==> src/rtl/exe_pkg.sv <==
// exe_pkg: ALU op codes, multiply FSM states and op helpers shared by the execute stage.
package exe_pkg;
  localparam logic [3:0] ALUC_AND   = 4'b0000;
  localparam logic [3:0] ALUC_OR    = 4'b0001;
  localparam logic [3:0] ALUC_ADD   = 4'b0010;
  localparam logic [3:0] ALUC_XOR   = 4'b0011;
  localparam logic [3:0] ALUC_SUB   = 4'b0110;
  localparam logic [3:0] ALUC_SLT   = 4'b0111;
  localparam logic [3:0] ALUC_SLL   = 4'b1000;
  localparam logic [3:0] ALUC_SRL   = 4'b1001;
  localparam logic [3:0] ALUC_SRA   = 4'b1010;
  localparam logic [3:0] ALUC_NOR   = 4'b1100;
  localparam logic [3:0] ALUC_MUL   = 4'b1101;
  localparam logic [3:0] ALUC_MULHU = 4'b1110;

  typedef enum logic {IDLE, MUL_BUSY} state_t;

  function automatic logic is_mul(input logic [3:0] aluc);
    return aluc == ALUC_MUL || aluc == ALUC_MULHU;
  endfunction
endpackage

==> src/rtl/exe_stage_mc_iter_multiplier.sv <==
// iter_multiplier: unsigned shift-add multiplier retiring MUL_BITS_PER_CYCLE multiplier bits per busy cycle.
module iter_multiplier #(
  parameter int XLEN = 32,
  parameter int MUL_BITS_PER_CYCLE = 1
) (
  input  logic              clk,
  input  logic              rst,
  input  logic              start,
  input  logic [XLEN-1:0]   a,
  input  logic [XLEN-1:0]   b,
  output logic              busy,
  output logic              done,
  output logic [2*XLEN-1:0] product
);
  localparam int K  = MUL_BITS_PER_CYCLE;
  localparam int N  = XLEN / K;
  localparam int CW = $clog2(N + 1);
  logic [XLEN-1:0]   mcand_q, mcand_d;
  logic [2*XLEN-1:0] acc_q, acc_d;
  logic [CW-1:0]     count_q, count_d;
  logic [XLEN+K-1:0] sum;
  assign busy    = count_q != '0;
  assign done    = count_q == CW'(1);
  assign product = {sum, acc_q[XLEN-1:K]};
  // Low half of acc starts as the multiplier and is shifted out as partial sums enter the high half.
  always_comb begin
    sum     = {{K{1'b0}}, acc_q[2*XLEN-1:XLEN]} + (XLEN+K)'(mcand_q) * (XLEN+K)'(acc_q[K-1:0]);
    acc_d   = start ? {{XLEN{1'b0}}, b} : busy ? product : acc_q;
    mcand_d = start ? a : mcand_q;
    count_d = start ? CW'(N) : busy ? count_q - CW'(1) : count_q;
  end
  always_ff @(posedge clk) begin
    if (rst) begin
      mcand_q <= '0;
      acc_q   <= '0;
      count_q <= '0;
    end else begin
      mcand_q <= mcand_d;
      acc_q   <= acc_d;
      count_q <= count_d;
    end
  end
endmodule

==> src/rtl/exe_stage_mc.sv <==
// exe_stage_mc: execute stage with single-cycle ALU, iterative multiplier and EXE/MEM pipeline register.
module exe_stage_mc
  import exe_pkg::*;
#(
  parameter int XLEN = 32,
  parameter int REG_ADDR_W = 5,
  parameter int MUL_BITS_PER_CYCLE = 1
) (
  input  logic                  clk,
  input  logic                  rst,
  input  logic                  in_valid,
  output logic                  in_ready,
  input  logic                  ewreg,
  input  logic                  em2reg,
  input  logic                  ewmem,
  input  logic                  ealuimm,
  input  logic [3:0]            ealuc,
  input  logic [REG_ADDR_W-1:0] RdRtin,
  input  logic [XLEN-1:0]       qa,
  input  logic [XLEN-1:0]       qb,
  input  logic [XLEN-1:0]       extended,
  output logic                  out_valid,
  output logic                  wregout,
  output logic                  m2regout,
  output logic                  wmemout,
  output logic [REG_ADDR_W-1:0] RdRtout,
  output logic [XLEN-1:0]       qbout,
  output logic [XLEN-1:0]       aluout
);
  localparam int SH = $clog2(XLEN);
  state_t state_q, state_d;
  logic [XLEN-1:0] b_op, alu_res;
  logic [SH-1:0] sh;
  logic accept, mul_start, mul_busy, mul_done_raw, mul_done;
  logic [2*XLEN-1:0] product;
  logic l_wreg_q, l_wreg_d, l_m2reg_q, l_m2reg_d, l_wmem_q, l_wmem_d, l_hi_q, l_hi_d;
  logic [REG_ADDR_W-1:0] l_rd_q, l_rd_d;
  logic [XLEN-1:0] l_qb_q, l_qb_d;
  logic ov_q, ov_d, wreg_q, wreg_d, m2reg_q, m2reg_d, wmem_q, wmem_d;
  logic [REG_ADDR_W-1:0] rd_q, rd_d;
  logic [XLEN-1:0] qbo_q, qbo_d, alu_q, alu_d;

  assign b_op      = ealuimm ? extended : qb;
  assign sh        = qa[SH-1:0];
  assign accept    = in_valid && in_ready;
  assign mul_start = accept && is_mul(ealuc);
  assign mul_done  = state_q == MUL_BUSY && mul_busy && mul_done_raw;

  iter_multiplier #(.XLEN(XLEN), .MUL_BITS_PER_CYCLE(MUL_BITS_PER_CYCLE)) u_mul (
    .clk(clk), .rst(rst), .start(mul_start), .a(qa), .b(b_op),
    .busy(mul_busy), .done(mul_done_raw), .product(product)
  );

  always_comb begin
    case (ealuc)
      ALUC_AND: alu_res = qa & b_op;
      ALUC_OR:  alu_res = qa | b_op;
      ALUC_XOR: alu_res = qa ^ b_op;
      ALUC_NOR: alu_res = ~(qa | b_op);
      ALUC_ADD: alu_res = qa + b_op;
      ALUC_SUB: alu_res = qa - b_op;
      ALUC_SLT: alu_res = {{(XLEN-1){1'b0}}, $signed(qa) < $signed(b_op)};
      ALUC_SLL: alu_res = b_op << sh;
      ALUC_SRL: alu_res = b_op >> sh;
      ALUC_SRA: alu_res = $signed(b_op) >>> sh;
      default:  alu_res = '0;
    endcase
  end

  always_ff @(posedge clk) begin
    if (rst) state_q <= IDLE;
    else     state_q <= state_d;
  end

  always_comb begin
    state_d = state_q;
    if (state_q == IDLE && mul_start) state_d = MUL_BUSY;
    else if (mul_done)                state_d = IDLE;
  end

  assign in_ready = state_q == IDLE;

  always_comb begin
    l_wreg_d  = mul_start ? ewreg : l_wreg_q;
    l_m2reg_d = mul_start ? em2reg : l_m2reg_q;
    l_wmem_d  = mul_start ? ewmem : l_wmem_q;
    l_hi_d    = mul_start ? ealuc == ALUC_MULHU : l_hi_q;
    l_rd_d    = mul_start ? RdRtin : l_rd_q;
    l_qb_d    = mul_start ? qb : l_qb_q;
  end

  // Bubbles clear the valid and write enables but leave data fields holding.
  always_comb begin
    ov_d    = 1'b0;
    wreg_d  = 1'b0;
    wmem_d  = 1'b0;
    m2reg_d = m2reg_q;
    rd_d    = rd_q;
    qbo_d   = qbo_q;
    alu_d   = alu_q;
    if (accept && !is_mul(ealuc)) begin
      ov_d    = 1'b1;
      wreg_d  = ewreg;
      m2reg_d = em2reg;
      wmem_d  = ewmem;
      rd_d    = RdRtin;
      qbo_d   = qb;
      alu_d   = alu_res;
    end else if (mul_done) begin
      ov_d    = 1'b1;
      wreg_d  = l_wreg_q;
      m2reg_d = l_m2reg_q;
      wmem_d  = l_wmem_q;
      rd_d    = l_rd_q;
      qbo_d   = l_qb_q;
      alu_d   = l_hi_q ? product[2*XLEN-1:XLEN] : product[XLEN-1:0];
    end
  end

  always_ff @(posedge clk) begin
    if (rst) begin
      l_wreg_q <= 1'b0; l_m2reg_q <= 1'b0; l_wmem_q <= 1'b0; l_hi_q <= 1'b0;
      l_rd_q <= '0; l_qb_q <= '0;
      ov_q <= 1'b0; wreg_q <= 1'b0; m2reg_q <= 1'b0; wmem_q <= 1'b0;
      rd_q <= '0; qbo_q <= '0; alu_q <= '0;
    end else begin
      l_wreg_q <= l_wreg_d; l_m2reg_q <= l_m2reg_d; l_wmem_q <= l_wmem_d; l_hi_q <= l_hi_d;
      l_rd_q <= l_rd_d; l_qb_q <= l_qb_d;
      ov_q <= ov_d; wreg_q <= wreg_d; m2reg_q <= m2reg_d; wmem_q <= wmem_d;
      rd_q <= rd_d; qbo_q <= qbo_d; alu_q <= alu_d;
    end
  end

  assign out_valid = ov_q;
  assign wregout   = wreg_q;
  assign m2regout  = m2reg_q;
  assign wmemout   = wmem_q;
  assign RdRtout   = rd_q;
  assign qbout     = qbo_q;
  assign aluout    = alu_q;
endmodule

==> config.mk <==
export PLATFORM = sky130hd
export DESIGN_NAME = exe_stage_mc
export DESIGN_NICKNAME = d
export VERILOG_FILES = /design/src/rtl/exe_pkg.sv /design/src/rtl/exe_stage_mc_iter_multiplier.sv /design/src/rtl/exe_stage_mc.sv
export SDC_FILE = /design/constraint.sdc
export NUM_CORES = 1
export LEC_CHECK = 0
export CORE_MARGIN = 2
export CORE_UTILIZATION = 50
export DETAILED_ROUTE_END_ITERATION = 7
export MAX_ROUTING_LAYER = met4
export PLACE_DENSITY_LB_ADDON = 0.2
export SYNTH_ARGS = -nofsm -noshare
export SYNTH_HDL_FRONTEND = slang
export SYNTH_SLANG_ARGS = --single-unit
export TNS_END_PERCENT = 5
==> constraint.sdc <==
create_clock -name clk -period 4.7 [get_ports clk]
set_input_delay 0.94 -clock clk [delete_from_list [all_inputs] [get_ports clk]]
set_output_delay 0.94 -clock clk [all_outputs]
set_load 0.005 [all_outputs]
==> results.rst <==
.. list-table::
   :header-rows: 1

   * - Metric
     - Value
   * - Std-Cell Core Area
     - 38800 µm²
   * - Fillers
     - 3490
   * - Fin Hold WS
     - 0.452 ns
   * - Max Root-Sink Buffers
     - 3
   * - Via count of the first global-routing pass
     - 22200
   * - Clk Tree Root Cell
     - sky130_fd_sc_hd__clkbuf_16
   * - Footprint of the flip-flops and latches
     - 4350 µm²
   * - # rows
     - 72
   * - Largest net degree at the start of global routing
     - 103
   * - Status
     - finished, final reports clean
   * - Routed length per instance
     - 26.7 µm
   * - Post-synthesis average cell area
     - 7.20 µm²
   * - Critical Path Sink Type
     - flip-flop
   * - DRC marker count from the first detailed-route iteration
     - 3210
   * - Final antenna-violating net count
     - 0
   * - Seq/Total Area, Yosys
     - 0.219
   * - Share of the synthesized area in the top cell type
     - 0.219
   * - Crit. Startpoint
     - qb[0]
   * - Unrepaired setup endpoints after global routing
     - no
   * - Startpoint Class
     - input pin
   * - Overflow left after global routing
     - 0
   * - Main flop type after synthesis
     - sky130_fd_sc_hd__dfxtp_1
   * - Arrival time reported for the critical path endpoint
     - 4.99 ns
   * - Worst hold path stage count
     - 2
   * - Number of flops mapped to enable cells by yosys
     - 0
   * - Launching point of the worst reg2reg path
     - u_mul.acc_q[0]$_SDFFE_PP0P_
   * - Worst Hold Class
     - reg -> reg
   * - Share of synthesized registers carrying an async set or reset
     - 0
   * - FF+latch count, synth
     - 217
   * - Number of buffers inserted for hold repair after clock tree synthesis
     - 0
   * - DRC viols
     - 0
   * - P_leak
     - 9.96 nW
   * - Maximum vdd drop
     - 0.000291 V
   * - Post-Synthesis Cell Area
     - 19800 µm²
   * - Number of unique standard cell types used by synthesis
     - 89
   * - Cells on worst reg2reg path
     - 15
   * - Synth area leaders
     - sky130_fd_sc_hd__dfxtp_1, sky130_fd_sc_hd__ha_1, sky130_fd_sc_hd__nand2_1
   * - Layout net count
     - 3265
   * - Final hold violation count
     - 0
   * - Maximum level of the CTS H-tree
     - 1
   * - Area of the die
     - 41200 µm²
   * - Y dimension of the die
     - 203 µm
   * - Post-Syn Instances
     - 2751
   * - Cell type contributing the most total cell area after synthesis
     - sky130_fd_sc_hd__dfxtp_1
   * - Maximum achievable frequency
     - 0.217 GHz
   * - Clk_lat worst skew
     - 0.52 ns
   * - Share of synthesized area spent on multiplexers
     - 0.103
   * - PostCTS Resize Cnt
     - 0
   * - Overall via count from detail_route
     - 23300
   * - Number of setup buffers added after CTS
     - 0
   * - Nets in the synthesized netlist
     - 3011
   * - Worst-path clk slew
     - 0.06 ns
   * - Number of antenna violations at the first check in global routing
     - 1
   * - Count of boundary I/O pins
     - 186
   * - Highest fanout seen on the critical path
     - 4
   * - Arithmetic-cell share of the synthesized area counting full adders, half adders and majority gates
     - 0.0947
   * - Detailed-router iteration count before antenna repair
     - 8
   * - Worst-case headroom to the max-slew limit
     - 0.140
   * - Area used by multi-input combinational logic
     - 14200 µm²
   * - Required time of the worst setup path
     - 5.08 ns
   * - Largest family of logic cells by synthesized area
     - compound AO/OA/AOI/OAI gates
   * - Max-capacitance violation count
     - 0
   * - PD cells
     - 282 nW/µm²
   * - Clock tree from TritonCTS
     - yes
   * - Compound-Gate Fraction of Synth Area
     - 0.287
   * - P&R area growth vs syn
     - 22.3%
   * - Post-DR vias/cell
     - 6.60
   * - Half-perimeter wire length after placement
     - 72600 µm
   * - Fin. max-slew vios
     - 0
   * - Worst setup skew after layout
     - 0.0112 ns
   * - Number of buffers created by CTS
     - 22
   * - Sinks on the clock net
     - 217
   * - Minimum clock period after layout
     - 4.61 ns
   * - Dpl ws
     - -0.233 ns
   * - Overall global routing resource usage
     - 0.457
   * - Actual transition at the worst max-transition pin
     - 1.28 ns
   * - Final worst setup slack
     - 0.0921 ns
   * - CP Class
     - in -> reg
   * - Share of post-route cells with drive strength above 1
     - 0.135
   * - Beginning of the worst hold path
     - u_mul.mcand_q[20]$_SDFFE_PP0P_
   * - GP Congestion
     - 1.06
   * - Global-route wire length before repair
     - 139000 µm
   * - Port buffer count
     - 185
   * - Share of synthesized cell area in and, or, nand and nor gates
     - 0.210
   * - Die width
     - 203 µm
   * - Starting density of the core
     - 0.510
   * - Count of warnings emitted by yosys
     - 0
   * - Post-Synth XOR/XNOR Area
     - 0.0208
   * - Final setup violation count
     - 0
   * - Final wirelength
     - 94300 µm
   * - Final worst-path cycle share
     - 0.980
==> cells in the final DEF, fill, tap and decap left out, types with 27 or more instances in the layout <==
| master | Yosys | routed |
|---|---|---|
| sky130_fd_sc_hd__nand2_1 | 475 | 473 |
| sky130_fd_sc_hd__nor2_1 | 302 | 301 |
| sky130_fd_sc_hd__a21oi_1 | 287 | 287 |
| sky130_fd_sc_hd__buf_4 | 1 | 252 |
| sky130_fd_sc_hd__dfxtp_1 | 217 | 216 |
| sky130_fd_sc_hd__clkdlybuf4s50_1 | 0 | 179 |
| sky130_fd_sc_hd__o21ai_0 | 171 | 170 |
| sky130_fd_sc_hd__ha_1 | 145 | 145 |
| sky130_fd_sc_hd__mux2i_1 | 102 | 102 |
| sky130_fd_sc_hd__inv_1 | 97 | 96 |
| sky130_fd_sc_hd__a311oi_1 | 79 | 79 |
| sky130_fd_sc_hd__nor3_1 | 43 | 41 |
| sky130_fd_sc_hd__and2_1 | 41 | 40 |
| sky130_fd_sc_hd__a211oi_1 | 38 | 38 |
| sky130_fd_sc_hd__a21o_1 | 28 | 28 |
| sky130_fd_sc_hd__mux2_2 | 27 | 27 |
==> cells in the mapped netlist (28+ instances only) <==
cell	number
sky130_fd_sc_hd__and2_1	41
sky130_fd_sc_hd__o21ai_0	171
sky130_fd_sc_hd__a311oi_1	79
sky130_fd_sc_hd__inv_1	97
sky130_fd_sc_hd__a21oi_1	287
sky130_fd_sc_hd__dfxtp_1	217
sky130_fd_sc_hd__a21o_1	28
sky130_fd_sc_hd__nor3_1	43
sky130_fd_sc_hd__a211oi_1	38
sky130_fd_sc_hd__mux2i_1	102
sky130_fd_sc_hd__ha_1	145
sky130_fd_sc_hd__nand2_1	475
sky130_fd_sc_hd__nor2_1	302
sky130_fd_sc_hd__clkbuf_1	164
==> area by class of cell <==
cell class | instances | area share
timing repair buffer | 443 | 0.159
tap | 518 | 0.0268
sequential | 217 | 0.179
clock buffer | 31 | 0.0267
multi-input combinational | 2215 | 0.588
clock inverter | 7 | 0.00372
inverter | 106 | 0.0164
antenna | 1 | 0.000103
==> critical path: stages <==
cell                              delay (ns)
sky130_fd_sc_hd__clkdlybuf4s50_1        0.45
sky130_fd_sc_hd__mux2_2                 0.35
sky130_fd_sc_hd__ha_1                   0.26
sky130_fd_sc_hd__fa_1                   0.47
sky130_fd_sc_hd__o21bai_1               0.17
sky130_fd_sc_hd__a21oi_1                0.11
sky130_fd_sc_hd__o21a_1                 0.23
sky130_fd_sc_hd__a31oi_1                0.18
sky130_fd_sc_hd__buf_4                  0.17
sky130_fd_sc_hd__o211ai_1               0.15
sky130_fd_sc_hd__a21oi_1                0.26
sky130_fd_sc_hd__o21ai_0                0.13
sky130_fd_sc_hd__a21oi_1                0.29
sky130_fd_sc_hd__mux2i_1                0.14
sky130_fd_sc_hd__a211oi_1               0.53
sky130_fd_sc_hd__o22ai_1                0.16
==> routing by layer <==
metal | vias to the layer above | track usage | routed length (µm) | share of wire
li1 | 10300 | - | - | -
met1 | 11100 | 0.574 | 36400 | 0.39
met2 | 1578 | 0.698 | 41400 | 0.44
met3 | 359 | 0.0685 | 9620 | 0.10
met4 | 0 | 0.265 | 6900 | 0.073
met5 | - | - | 0 | 0
==> where the power goes <==
part | leakage [nW] | switching [mW] | internal (mW)
Sequential | 1.77 | 0.109 | 1.99
Clock | 0.357 | 0.766 | 1.07
Combinational | 7.83 | 1.85 | 1.05
==> registers in the layout (all words and copies together), names as in the netlist, 5 cells and up <==
name and count:
qbout 32, RdRtout 5, u_mul.count_q 6, u_mul.acc_q 64, aluout 32, l_qb_q 32, u_mul.mcand_q 32, l_rd_q 5
==> path summary, 6_finish.rpt <==
check,endpoint,slack (ns)
hold / removal,u_mul.mcand_q[20]$_SDFFE_PP0P_,0.45
hold reg to reg,u_mul.mcand_q[20]$_SDFFE_PP0P_,0.45
setup / recovery,aluout[26]$_SDFFE_PP0P_,0.09
setup reg to reg,aluout[22]$_SDFFE_PP0P_,0.59
==> cell families (layout without fill, tap and decap cells) <==
group | Yosys count | after routing
mux | 165 | 165
buf+inv | 319 | 587
simple gates | 983 | 983
fa+ha+maj | 148 | 148
xor+xnor | 47 | 47
flops | 217 | 217
other cells | 0 | 1
compound gates | 872 | 872
==> per-stage QoR <==
| stage | TNS (ns) | utilization | cell area, µm² | power [mW] | std cells |
|---|---|---|---|---|---|
| final | 0 | 0.624 | 24200 | 6.83 | 3538 |
| after global routing | 0 | 0.624 | 24200 | 7.06 | 3538 |
| after CTS | 0 | 0.623 | 24200 | 6.72 | 3537 |
| after detailed placement | -0.625 | 0.605 | 23500 | 4.91 | 3499 |
| after global placement | -0.359 | 0.605 | 23500 | 4.86 | 3499 |
| after floorplan | 0 | - | 19800 | 3.73 | 2751 |
Note: power is estimated with default switching activity, not from simulation.
